**config.mk**
```make
export PLATFORM = sky130hd
export DESIGN_NAME = mem_arbiter
export DESIGN_NICKNAME = d
export VERILOG_FILES = /design/src/rtl/mem_arbiter_pkg.sv /design/src/rtl/mem_arbiter_rr_arb2.sv /design/src/rtl/mem_arbiter.sv
export SDC_FILE = /design/constraint.sdc
export NUM_CORES = 1
export LEC_CHECK = 0
export ABC_AREA = 0
export CAP_MARGIN = 20
export CORE_ASPECT_RATIO = 0.7
export CORE_UTILIZATION = 36
export CTS_CLUSTER_DIAMETER = 100
export DETAILED_ROUTE_END_ITERATION = 12
export PLACE_DENSITY_LB_ADDON = 0.3
export SLEW_MARGIN = 20
export SYNTH_ARGS = -nofsm -noshare
export SYNTH_HDL_FRONTEND = slang
export SYNTH_SLANG_ARGS = --single-unit
```
**constraint.sdc**
```tcl
create_clock -name i_clk -period 1.7 [get_ports i_clk]
set_clock_uncertainty 0.05 [all_clocks]
set_input_delay 0.255 -clock i_clk [delete_from_list [all_inputs] [get_ports i_clk]]
set_output_delay 0.255 -clock i_clk [all_outputs]
set_load 0.05 [all_outputs]
```
**src/rtl/mem_arbiter_pkg.sv**
```systemverilog
// Shared types for the memory-port arbiter: FSM state encoding and master IDs.
// Width constant mirrors the CPU datapath width.
package mem_arbiter_pkg;

    localparam int CPU_WIDTH = 32;

    typedef enum logic [1:0] {
        ST_IDLE = 2'd0,
        ST_REQ  = 2'd1,
        ST_RESP = 2'd2
    } state_t;

    typedef enum logic {
        M_IFU = 1'b0,
        M_LSU = 1'b1
    } master_t;

endpackage

```
**src/rtl/mem_arbiter_rr_arb2.sv**
```systemverilog
// Two-way round-robin grant: purely combinational, one-hot (or zero) output.
// On a tie the master that did not win last time is chosen.
module rr_arb2
    import mem_arbiter_pkg::*;
(
    input  logic [1:0] req_i,
    input  master_t    last_grant_i,
    output logic [1:0] grant_o
);

    always_comb begin
        grant_o    = 2'b00;
        grant_o[0] = req_i[0] & (~req_i[1] | (last_grant_i == M_LSU));
        grant_o[1] = req_i[1] & (~req_i[0] | (last_grant_i == M_IFU));
    end

endmodule

```
**src/rtl/mem_arbiter.sv**
```systemverilog
// Shares one memory port between IFU (read-only) and LSU (read/write), one transaction in flight.
// Accept at N, memory request at N+1, response passed straight through; one IDLE cycle between transactions.
module mem_arbiter
    import mem_arbiter_pkg::*;
#(
    parameter int ADDR_W = CPU_WIDTH,
    parameter int DATA_W = CPU_WIDTH,
    parameter int MASK_W = DATA_W / 8
) (
    input  logic              i_clk,
    input  logic              i_rst_n,
    input  logic              i_ifu_valid,
    input  logic [ADDR_W-1:0] i_ifu_addr,
    output logic              o_ifu_ready,
    output logic              o_ifu_rvalid,
    output logic [DATA_W-1:0] o_ifu_rdata,
    input  logic              i_ifu_rready,
    input  logic              i_lsu_valid,
    input  logic [ADDR_W-1:0] i_lsu_addr,
    input  logic              i_lsu_wen,
    input  logic [DATA_W-1:0] i_lsu_wdata,
    input  logic [MASK_W-1:0] i_lsu_wmask,
    output logic              o_lsu_ready,
    output logic              o_lsu_rvalid,
    output logic [DATA_W-1:0] o_lsu_rdata,
    input  logic              i_lsu_rready,
    output logic              o_mem_valid,
    output logic [ADDR_W-1:0] o_mem_addr,
    output logic              o_mem_wen,
    output logic [DATA_W-1:0] o_mem_wdata,
    output logic [MASK_W-1:0] o_mem_wmask,
    input  logic              i_mem_ready,
    input  logic              i_mem_rvalid,
    input  logic [DATA_W-1:0] i_mem_rdata,
    output logic              o_mem_rready
);

    state_t            state_q, state_d;
    master_t           last_grant_q, last_grant_d;
    master_t           owner_q, owner_d;
    logic [ADDR_W-1:0] addr_q, addr_d;
    logic              wen_q, wen_d;
    logic [DATA_W-1:0] wdata_q, wdata_d;
    logic [MASK_W-1:0] wmask_q, wmask_d;
    logic [1:0]        grant;
    logic              rsp_rdy;

    rr_arb2 u_rr_arb2 (
        .req_i        ({i_lsu_valid, i_ifu_valid}),
        .last_grant_i (last_grant_q),
        .grant_o      (grant)
    );

    always_comb begin
        state_d      = state_q;
        last_grant_d = last_grant_q;
        owner_d      = owner_q;
        addr_d       = addr_q;
        wen_d        = wen_q;
        wdata_d      = wdata_q;
        wmask_d      = wmask_q;
        rsp_rdy      = 1'b0;
        o_ifu_ready  = 1'b0;
        o_ifu_rvalid = 1'b0;
        o_ifu_rdata  = '0;
        o_lsu_ready  = 1'b0;
        o_lsu_rvalid = 1'b0;
        o_lsu_rdata  = '0;
        o_mem_valid  = 1'b0;
        o_mem_addr   = '0;
        o_mem_wen    = 1'b0;
        o_mem_wdata  = '0;
        o_mem_wmask  = '0;
        o_mem_rready = 1'b0;

        case (state_q)
            ST_IDLE: begin
                o_ifu_ready = grant[0];
                o_lsu_ready = grant[1];
                if (grant[0]) begin
                    owner_d = M_IFU;
                    addr_d  = i_ifu_addr;
                    wen_d   = 1'b0;
                    wdata_d = '0;
                    wmask_d = '0;
                    state_d = ST_REQ;
                end else if (grant[1]) begin
                    owner_d = M_LSU;
                    addr_d  = i_lsu_addr;
                    wen_d   = i_lsu_wen;
                    wdata_d = i_lsu_wdata;
                    // Reads never carry byte enables to memory.
                    wmask_d = i_lsu_wen ? i_lsu_wmask : '0;
                    state_d = ST_REQ;
                end
            end
            ST_REQ: begin
                o_mem_valid = 1'b1;
                o_mem_addr  = addr_q;
                o_mem_wen   = wen_q;
                o_mem_wdata = wdata_q;
                o_mem_wmask = wmask_q;
                if (i_mem_ready) begin
                    state_d = ST_RESP;
                end
            end
            ST_RESP: begin
                if (owner_q == M_LSU) begin
                    rsp_rdy      = i_lsu_rready;
                    o_lsu_rvalid = i_mem_rvalid;
                    o_lsu_rdata  = i_mem_rdata;
                end else begin
                    rsp_rdy      = i_ifu_rready;
                    o_ifu_rvalid = i_mem_rvalid;
                    o_ifu_rdata  = i_mem_rdata;
                end
                o_mem_rready = rsp_rdy;
                if (i_mem_rvalid && rsp_rdy) begin
                    last_grant_d = owner_q;
                    state_d      = ST_IDLE;
                end
            end
            default: begin
                state_d = ST_IDLE;
            end
        endcase
    end

    always_ff @(posedge i_clk) begin
        if (!i_rst_n) begin
            state_q      <= ST_IDLE;
            last_grant_q <= M_LSU;
            owner_q      <= M_IFU;
            addr_q       <= '0;
            wen_q        <= 1'b0;
            wdata_q      <= '0;
            wmask_q      <= '0;
        end else begin
            state_q      <= state_d;
            last_grant_q <= last_grant_d;
            owner_q      <= owner_d;
            addr_q       <= addr_d;
            wen_q        <= wen_d;
            wdata_q      <= wdata_d;
            wmask_q      <= wmask_d;
        end
    end

endmodule

```
==> flow_summary.yaml <==
status:
  outcome: "complete, but fails checks"
  violations: "negative setup slack"
floorplanning:
  placementRows: 32
  dieArea_mm2: 0.0118
  boundaryPins: 280
  die_h_um: 91.0
  initial_core_util_pct: 37.0
  core_mm2: 0.0110
  die_w_um: 129
setup_path:
  crit_chain: "buf_6 > nor2b_4 > buf_12 > buf_12 > and2_4 > buf_12"
  worstSetupPathType: "register to output pin"
  crit_cells: 6
  r2r_cells: 4
  end_kind: "output pin"
  cp.arrival_ps: 1550
  crit_buf_inv: 4
  crit_path_frequent_cell: "buf_12"
  slowest_delay_ps: 340
  cpLargestDelayFamily: "buffers and inverters"
  worstPathRequired_ps: 1390
  critPathMaxFanout: 21
  start_kind: "register"
  slowest_stage: "dfxtp_2"
  reg2reg_slack_ps: 130
run:
  drv_cap: 0
finish:
  n_fill_cell: 528
  antenna_cells: 0
  stdcell_count: 894
  finalNetCount: 877
  utilization_pct: 86.0
  drive_gt1_share_pct: 46.0
  syn2layout_area_growth_pct: 132
synthesis:
  synth_top_flop_cell: "dfxtp_1"
  synth_top_area_share_pct: 35.9
  ys_seq_elements: 73
  syn_area_mm2: 0.00408
  synth_cell_types: 30
  avgSynthCellArea_um2: 8.88
  yosys-top-cells-area: "dfxtp_1, and2_1, o311a_1, a22o_1, o21bai_1"
  synth_warnings: 0
  yosysMostFrequentCell: "and2_1"
  synthTopCellsByCount: "and2_1, dfxtp_1, clkbuf_1"
  synth_async_sr_flop_share_pct: 0
  synth_cells: 459
  synth-seq-area-share_pct: 35.9
  synth_edf_count: 0
  synth.largest_area_cell: "dfxtp_1"
  syn-num-nets: 600
grt:
  use_met2_pct: 53.9
  use_met3_pct: 7.01
  antenna_found_initial: 0
  grt_max_degree: 65
  first_global_vias: 4946
  grt_use_met1_pct: 33.6
  grt_pass1_wl_um: 26500
  grt.busiest_layer: "met2"
  grt_use_total_pct: 29.5
  grt_overflow: 0
routing:
  dr.pass1.iters: 4
  avgRoutedWirePerCell_um: 20.6
  vias_per_cell: 5.35
  detail_route.iter0.violations: 187
  final_antenna_net_count: 0
  vias: 4785
  drcViolationCount: 0
  routed_wirelength_um: 18400
pwr:
  powerDensity_mw_per_mm2: 623
  peakVddDrop_mv: 0.604
  p_leak_uw: 0.00398
  finalPower_uw: 5900
sta:
  finalCritPeriodShare_pct: 109
  hold_viol: 0
  max_freq_ghz: 0.540
  drv_slew: 0
  relSlewSlack_pct: 72.4
  setup_ws_ps: -153
  rsz0062_at_grt: "true"
  min_period_ps: 1850
  worstMarginPinSlew_ps: 414
  setup_viol: 136
  worst_hold_slack_ps: 319
worst_hold_path:
  hold_depth: 3
  min_path_type: "input pin to register"
clock_network:
  cts_max_path_buffers: 2
  clock-root-buffer: "clkbuf_16"
  clock_latency_ps: 330
  numCtsBuffers: 9
  cts.sinks: 73
  clk_pin_slew_worst_paths_ps: 60
  cts_tree: "built"
  cts-htree-levels: 3
placement:
  place_congestion: 0.773
  port_buffers: 279
  hpwl_um: 11800
  dp_cells: 859
cell usage in the layout, fill, tap and decap left out, drive strengths merged, types with 2 or more instances in the layout:
cell / instances
a21boi: 33
nand4: 4
o21bai: 33
o21ai: 6
clkdlybuf4s50: 139
nand2b: 3
a21oi: 5
dfxtp: 73
and2: 136
o311a: 32
nor2b: 2
clkbuf: 12
a22o: 33
clkinvlp: 3
and3: 34
buf: 173
nor2: 5
inv: 7
cell type report:
class | count | area [um2] | area share [%]
inverters | 3 | 11.3 | 0.119
clock inverters | 7 | 62.6 | 0.661
clock buffers | 9 | 225 | 2.38
well taps | 153 | 191 | 2.02
multi-input cells | 334 | 2760 | 29.2
flip-flops and latches | 73 | 1470 | 15.5
repair buffers | 315 | 4750 | 50.1
sequential cells by signal, summed over array words and instances (netlist names):
name          count
addr_q           32
last_grant_q      1
owner_q           1
state_q           2
wdata_q          32
wen_q             1
wmask_q           4
layer usage:
metal / routed length, um / part of all wire (%)
met1: 6930 / 38
met2: 9810 / 53
met3: 1300 / 7.1
met4: 403 / 2.2
met5: 0 / 0
cells by family after synthesis:
logic type | count (synthesis) | share of synthesized area, %
and+or+nand+nor | 188 | 28.6
AOI/OAI and AO/OA | 145 | 29.4
DFF | 73 | 35.9
buffers and inverters | 52 | 5.86
muxes | 1 | 0.246
metrics by stage:
stage	setup TNS (ps)	setup WS [ps]	cell area, um2
CTS	-16920	-162	9310
detailed placement	-2520	-75.1	8450
global route	-22880	-197	9470
finish	-17410	-153	9470
floorplan	0	23.9	4090
global placement	-1010	-34.1	8450
report_power, final:
group / switching (uW) / internal (uW)
logic: 974 / 1150
clock network: 826 / 1020
registers: 79.2 / 1850
total: 1880 / 4020
path summary, 6_finish.rpt:
path / startpoint / to
max: state_q[0] / o_mem_wdata[5]
min reg2reg: wmask_q[3] / wmask_q[3]
min: i_ifu_valid / state_q[0]
max reg2reg: last_grant_q / addr_q[10]
tightest hold or removal path, delay by kind of cell:
kind | cells | cell delay [ps]
buf+inv | 1 | 170
compound gates | 2 | 240
timing repair:
item                                    in CTS  in global routing
pin swaps                                   37                 31
cloned                                       6                  4
endpoints found under the setup margin     137                138
resized for setup                          131                 35
buffers inserted                            10                  2
hold buffers                                 0                  0
Power figures use the tool's default switching activity.
